--- src/rtl/io_pad_in_filter.sv ---
// Input conditioning for the raw pad-to-core levels. Each pin is synchronized,
// optionally debounced by a per-pin counter against a shared threshold, and
// then edge-detected. Enabled edges set sticky interrupt-pending bits.
// SYNC_STAGES is meant to be 2..4.

module io_pad_in_filter #(
    parameter int NUM         = 8,
    parameter int SYNC_STAGES = 2,
    parameter int CNT_W       = 8
) (
    input  logic             clk_i,
    input  logic             rst_n_i,
    input  logic [NUM-1:0]   p2c_i,
    input  logic [NUM-1:0]   filt_en_i,
    input  logic [CNT_W-1:0] filt_thresh_i,
    input  logic [NUM-1:0]   rise_irq_en_i,
    input  logic [NUM-1:0]   fall_irq_en_i,
    input  logic [NUM-1:0]   irq_clr_i,
    output logic [NUM-1:0]   val_o,
    output logic [NUM-1:0]   rise_o,
    output logic [NUM-1:0]   fall_o,
    output logic [NUM-1:0]   irq_pend_o,
    output logic             irq_o
);

    // Synchronizer stages; index 0 samples the pad, the last stage is safe to use.
    logic [NUM-1:0]   sync_q [SYNC_STAGES];
    logic [NUM-1:0]   sync;

    logic [CNT_W-1:0] cnt_q  [NUM];
    logic [CNT_W-1:0] cnt_d  [NUM];
    logic [NUM-1:0]   val_q;
    logic [NUM-1:0]   val_d;
    logic [NUM-1:0]   rise_q;
    logic [NUM-1:0]   fall_q;
    logic [NUM-1:0]   pend_q;

    logic [CNT_W-1:0] thresh_m1;
    logic             thresh_zero;

    assign sync        = sync_q[SYNC_STAGES-1];
    assign thresh_zero = (filt_thresh_i == '0);
    // Only consumed when the threshold is non-zero, so the wrap at 0 is harmless.
    assign thresh_m1   = filt_thresh_i - CNT_W'(1);

    // Plain flop chain per pin, no logic between stages.
    always_ff @(posedge clk_i or negedge rst_n_i) begin
        if (!rst_n_i) begin
            for (int s = 0; s < SYNC_STAGES; s++) begin
                sync_q[s] <= '0;
            end
        end else begin
            // NOTE: non-blocking assignments make every stage take its
            // predecessor's old value; blocking would collapse the chain.
            sync_q[0] <= p2c_i;
            for (int s = 1; s < SYNC_STAGES; s++) begin
                sync_q[s] <= sync_q[s-1];
            end
        end
    end

    // Next filtered level and counter per pin (bypass or debounce).
    always_comb begin
        // NOTE: defaults first so every path assigns every bit; otherwise a
        // latch is inferred for the paths that leave a signal untouched.
        val_d = val_q;
        for (int i = 0; i < NUM; i++) begin
            cnt_d[i] = '0;
            if (!filt_en_i[i] || thresh_zero) begin
                val_d[i] = sync[i];
            end else if (sync[i] == val_q[i]) begin
                cnt_d[i] = '0;
            end else if (cnt_q[i] >= thresh_m1) begin
                // >= rather than == so a lowered threshold takes effect at once.
                val_d[i] = sync[i];
            end else begin
                cnt_d[i] = cnt_q[i] + CNT_W'(1);
            end
        end
    end

    // Filtered level, counters and edge pulses registered together so a pulse
    // appears in the same cycle as the new level.
    always_ff @(posedge clk_i or negedge rst_n_i) begin
        if (!rst_n_i) begin
            val_q  <= '0;
            rise_q <= '0;
            fall_q <= '0;
            for (int i = 0; i < NUM; i++) begin
                cnt_q[i] <= '0;
            end
        end else begin
            val_q  <= val_d;
            rise_q <= val_d & ~val_q;
            fall_q <= ~val_d & val_q;
            for (int i = 0; i < NUM; i++) begin
                cnt_q[i] <= cnt_d[i];
            end
        end
    end

    // Sticky pending bits; a set in the same cycle as a clear wins.
    always_ff @(posedge clk_i or negedge rst_n_i) begin
        if (!rst_n_i) begin
            pend_q <= '0;
        end else begin
            pend_q <= (pend_q & ~irq_clr_i)
                    | (rise_q & rise_irq_en_i)
                    | (fall_q & fall_irq_en_i);
        end
    end

    assign val_o      = val_q;
    assign rise_o     = rise_q;
    assign fall_o     = fall_q;
    assign irq_pend_o = pend_q;
    // Pure OR of flops, so it cannot glitch.
    assign irq_o      = |pend_q;

endmodule

--- config.mk ---
export PLATFORM = sky130hd
export DESIGN_NAME = io_pad_in_filter
export DESIGN_NICKNAME = d
export VERILOG_FILES = /design/src/rtl/io_pad_in_filter.sv
export SDC_FILE = /design/constraint.sdc
export NUM_CORES = 1
export LEC_CHECK = 0
export ABC_CLOCK_PERIOD_IN_PS = 5200
export CAP_MARGIN = 20
export CORE_UTILIZATION = 59
export CTS_CLUSTER_SIZE = 20
export DETAILED_ROUTE_END_ITERATION = 12
export PLACE_DENSITY = 0.91
export SETUP_SLACK_MARGIN = 0.1
export SLEW_MARGIN = 20
export SYNTH_ARGS = -nofsm -noshare
export SYNTH_HDL_FRONTEND = slang
export SYNTH_SLANG_ARGS = --single-unit
--- constraint.sdc ---
create_clock -name clk_i -period 5.2 [get_ports clk_i]
set_input_delay 1.56 -clock clk_i [delete_from_list [all_inputs] [get_ports clk_i]]
set_output_delay 1.56 -clock clk_i [all_outputs]
set_load 0.03 [all_outputs]
# Word-level counts from Yosys, hierarchy flattened
# Cells that the tools add are included.
totals:
  ff_bits: 112
  input_bits: 50
  word_cells: 115
op_classes:
  add_sub_neg: 9
  order_cmp: 8
  eq_ne: 8
  n_mux: 48
  bitwise: 10
  n_reduce_logical: 18
op_table:
  columns: ["op", "n"]
  rows:
  - ["$mux W8", 24]
  - ["$add A8 B1 Y8 const B", 8]
  - ["$ge A8 B8 Y1", 8]
  - ["$and A8 B8 Y8", 5]
  - ["$mux W1", 24]
  - ["$not A8 Y8", 3]
  - ["$or A8 B8 Y8", 2]
  - ["$eq A1 B1 Y1", 8]
  - ["$logic_not A1 Y1", 8]
  - ["$logic_not A8 Y1", 1]
  - ["$logic_or A1 B1 Y1", 8]
  - ["$reduce_or A8 Y1", 1]
  - ["$sub A8 B1 Y8 const B", 1]

# Longest topological paths before layout
logic_depth:
  word_depth: 7
  mapped_depth: 11

# Worst setup path after synthesis
# OpenSTA, ideal clock, no wires.
synth_path:
  kind: "input -> register"
  from: "in filt_thresh_i[0]"
  to: "reg val_q[6] (netlist: val_o[6])"
  setup_ns: 0.125
  t_arrival_ns: 4.278
  required_time_ns: 5.075
  slack_ns: 0.798
  stages: 11
  n_path_buf: 0
  cell_sequence: "inv_1 > ha_1 > inv_1 > or3_1 > xor2_1 > ha_1 > a31oi_1 > a221oi_1 > or4_1 > o31ai_1 > mux2_2"
synth_between:
  elab_chain_len: 5
  word_cells_on_any_way: 7
synth_lines:
  columns: ["element", "line", "text"]
  rows:
  - ["start: declaration", "15", "input logic [CNT_W-1:0] filt_thresh_i,"]
  - ["$sub A8 B1 Y8", "44", "assign thresh_m1 = filt_thresh_i - CNT_W'(1);"]
  - ["$ge A8 B8 Y1", "73", "end else if (cnt_q[i] >= thresh_m1) begin"]
  - ["$mux W1", "73", null]
  - ["$mux W1", "71", "end else if (sync[i] == val_q[i]) begin"]
  - ["$mux W1 *", "69", "if (!filt_en_i[i] || thresh_zero) begin"]
  - ["named net val_d[6]", "33", "logic [NUM-1:0] val_d;"]
  - ["end signal: assignment", "93", "val_q <= val_d;"]
  - ["end: declaration", "32", "logic [NUM-1:0] val_q;"]
# Mark *: on every way through the listed nets, which the timed path passes. The rest lies on a longest branch.

# Worst setup path in the final report
layout_path:
  from: "in filt_thresh_i[0]"
  to: "reg val_q[2] (netlist: val_o[2])"
# Same word-level chain as after synthesis.

==> results.sh <==
export IMPL_crit_type="input pin to flop"
export IMPL_placed_cells_incl_taps=768
export IMPL_io_pins=83
export IMPL_timing_rr_end="val_o[2]"
export IMPL_report_final_setup_viol=0
export IMPL_setup_tns_ns=0
export IMPL_drtIter0Drc=187
export IMPL_whs_path_depth=0
export IMPL_postSynth_asyncResetShare_pct=100
export IMPL_peakVddDrop_uv=149
export IMPL_regArea_um2=2800
export IMPL_holdPathEnd="sync[1]"
export IMPL_report_final_slew_viol_count=0
export IMPL_multiInputGateArea_um2=2880
export IMPL_critical_path_cell_chain="clkdlybuf4s50_1 > inv_1 > ha_1 > inv_1 > or3_1 > xor2_1 > buf_4 > ha_1 > a31oi_1 > a221o_1 > a21oi_1 > o31ai_1 > mux2_2"
export IMPL_vias=4597
export IMPL_fill_cells=623
export IMPL_quantity_of_gates_resized_following_cts=0
export IMPL_cap_violations=0
export IMPL_final_min_clock_period_ns=4.76
export IMPL_synth_top_flop_cell="sky130_fd_sc_hd__dfrtp_1"
export IMPL_finish_utilization_pct=74.9
export IMPL_synthesis_instances=551
export IMPL_flow_area_growth_from_synthesis_pct=21.2
export IMPL_htree_num_levels=3
export IMPL_grt_ovfl_total=0
export IMPL_crit_fanout=11
export IMPL_worstHoldPathType="flop to flop"
export IMPL_netlist_cell_type_count=42
export IMPL_std_cell_rows=35
export IMPL_powerDensity_nw_per_um2=265
export IMPL_worst_slew_pin_slew_ns=1.02
export IMPL_total_non_filler_cell_area_in_the_finished_layout_um2=7050
export IMPL_diodes=0
export IMPL_number_of_global_route_vias_before_repair=4726
export IMPL_avgSynthCellArea_um2=10.6
export IMPL_drive_above_1_share_pct=5.80
export IMPL_final_non_filler_cell_total=784
export IMPL_combinational_family_with_the_most_area_after_synthesis="simple AND/OR/NAND/NOR gates"
export IMPL_placement_cell_area_um2=6860
export IMPL_floorplan_die_width_um=101
export IMPL_final_number_of_hold_violating_endpoints=0
export IMPL_path_buf_inv=4
export IMPL_cts_tree="done"
export IMPL_startpoint="filt_thresh_i[0]"
export IMPL_leakage_uw=0.00320
export IMPL_post_synth_mux_area_share_pct=1.55
export IMPL_setup_fix_buffers_added_after_clock_tree_synthesis=0
export IMPL_place_hpwl_um=9590
export IMPL_status="finished, final reports clean"
export IMPL_cp_required_ns=5.47
export IMPL_grt_first_pass_wirelength_um=21700
export IMPL_clk_transition_reported_paths_ns=0.10
export IMPL_cts_root_buffer_cell="sky130_fd_sc_hd__clkbuf_8"
export IMPL_rsz0062_at_grt="false"
export IMPL_die_area_um2=10300
export IMPL_route_detailed_drc=0
export IMPL_insertion_delay_ns=0.39
export IMPL_clock_sink_count=112
export IMPL_postCtsHoldBufs=0
export IMPL_drtPass1Iterations=4
export IMPL_crit_arrival_ns=5.03
export IMPL_place_port_buffers=82
export IMPL_cp_endpoint_kind="flop"
export IMPL_grt_util_all_layers_pct=27.4
export IMPL_number_of_enable_flip_flop_cells_after_synthesis=0
export IMPL_drt_vias_per_instance=5.86
export IMPL_yosys_area_share_xor_xnor_pct=9.18
export IMPL_yosys_area_share_adder_pct=10.9
export IMPL_ff2ff_path_depth=9
export IMPL_grt_max_degree=43
export IMPL_final_period_utilization_pct=91.5
export IMPL_drtAntennaViolNets=0
export IMPL_routedWlPerCell_um=16.7
export IMPL_regToRegSetupSlack_ns=2.37
export IMPL_finalWirelength_um=13100
export IMPL_hp_start="sync_q[9]"
export IMPL_synthesis_nets=651
export IMPL_critical_path_top_delay_family="buffers and inverters"
export IMPL_core_region_area_um2=9420
export IMPL_synth_compound_area_share_pct=10.3
export IMPL_yosysWarningCount=0
export IMPL_setup_worst_path_start_class="input pin"
export IMPL_grt_antenna_before_repair=0
export IMPL_critical_path_reg2reg_startpoint="cnt_q[40]"
export IMPL_cts_buffers=9
export IMPL_gpl_final_weighted_congestion=0.870
export IMPL_slew_limit_headroom_pct=31.7
export IMPL_crit_slowest_cell="sky130_fd_sc_hd__clkdlybuf4s50_1"
export IMPL_ctsLongestPathBuffers=2
export IMPL_synth_seq_area_share_pct=48.2
export IMPL_clock_fmax_mhz=210
export IMPL_fp_dieH_um=101
export IMPL_cp_slowest_stage_delay_ns=0.48
export IMPL_fin_worst_skew_ns=0.0134
export IMPL_synthesis_area_um2=5820
export IMPL_synth_simple_gate_area_share_pct=17.5
export IMPL_nets=750
export IMPL_fin_hold_ws_ns=0.361
export IMPL_synth_seq_cells=112
export IMPL_start_util_pct=61.8
==> power breakdown <==
part,internal (uW),switching [uW],total (uW)
clock network,194,303,498
registers,920,55.5,976
logic,185,211,396
total,1300,570,1870
==> registers in the layout, indices dropped and copies added, names as in the netlist <==
signal      count
cnt_q          64
sync            8
rise_o          8
fall_o          8
irq_pend_o      8
sync_q          8
val_o           8
==> final cells by class <==
class,instances,area share [%]
repair buffers,94,12.9
clock inverters,6,0.710
well taps,129,2.29
multi-input cells,404,40.9
inverters,29,1.54
clock buffers,10,1.95
flip-flops and latches,112,39.7
==> worst max path at each step <==
stage               end  slack (ns)  depth (start not counted)
2_1_floorplan  val_o[6]        0.80                         11
3_3_place_gp   val_o[6]        0.24                         10
3_5_place_dp   val_o[7]        0.12                         13
4_1_cts        val_o[7]        0.53                         13
5_1_grt        val_o[1]        0.30                         12
6_report       val_o[2]        0.44                         13
==> cell usage in the layout, fill, tap and decap left out, types with 13 or more instances in the layout <==
| master | n |
|---|---|
| sky130_fd_sc_hd__inv_1 | 29 |
| sky130_fd_sc_hd__nand2_1 | 15 |
| sky130_fd_sc_hd__xnor2_1 | 30 |
| sky130_fd_sc_hd__o21ai_0 | 19 |
| sky130_fd_sc_hd__dfrtp_1 | 112 |
| sky130_fd_sc_hd__ha_1 | 50 |
| sky130_fd_sc_hd__nor3b_1 | 14 |
| sky130_fd_sc_hd__and3_1 | 17 |
| sky130_fd_sc_hd__nor2_1 | 67 |
| sky130_fd_sc_hd__nand2b_1 | 15 |
| sky130_fd_sc_hd__clkdlybuf4s50_1 | 81 |
| sky130_fd_sc_hd__xor2_1 | 31 |
| sky130_fd_sc_hd__buf_4 | 13 |
| sky130_fd_sc_hd__nand3_1 | 45 |
==> synth_stat cells (all sizes together), types with 7 or more instances <==
library cell / n / area share, %
dfrtp: 112 / 48
nor2: 67 / 4.3
ha: 50 / 11
nand3: 45 / 3.9
xor2: 31 / 4.7
xnor2: 30 / 4.5
inv: 29 / 1.9
o21ai: 19 / 1.6
and3: 17 / 1.8
nand2: 15 / 0.97
nand2b: 15 / 1.6
nor3b: 14 / 1.8
a21oi: 12 / 1.0
or3: 9 / 0.97
a22oi: 8 / 1.0
mux2: 8 / 1.5
o22a: 7 / 1.1
o31ai: 7 / 0.90
==> layer usage <==
metal	share of wire, %	vias to the layer above	track usage, %
met3	6.0	37	6.76
met4	2.8	0	13.7
met2	49	169	45.2
met5	0	-	0
met1	42	2241	33.8
li1	-	2150	-
==> stage by stage <==
step           power [uW]  setup WS (ns)
2_1_floorplan        1210          0.798
3_3_place_gp         1360          0.243
3_5_place_dp         1390          0.122
4_1_cts              1880          0.526
5_1_grt              1960          0.301
6_report             1870          0.440
==> cells by family after synthesis <==
family          Yosys count
simple gates            200
flops                   112
compound gates           84
xor+xnor                 61
fa+ha+maj                51
buf+inv                  35
mux                       8
Power figures use the tool's default switching activity.
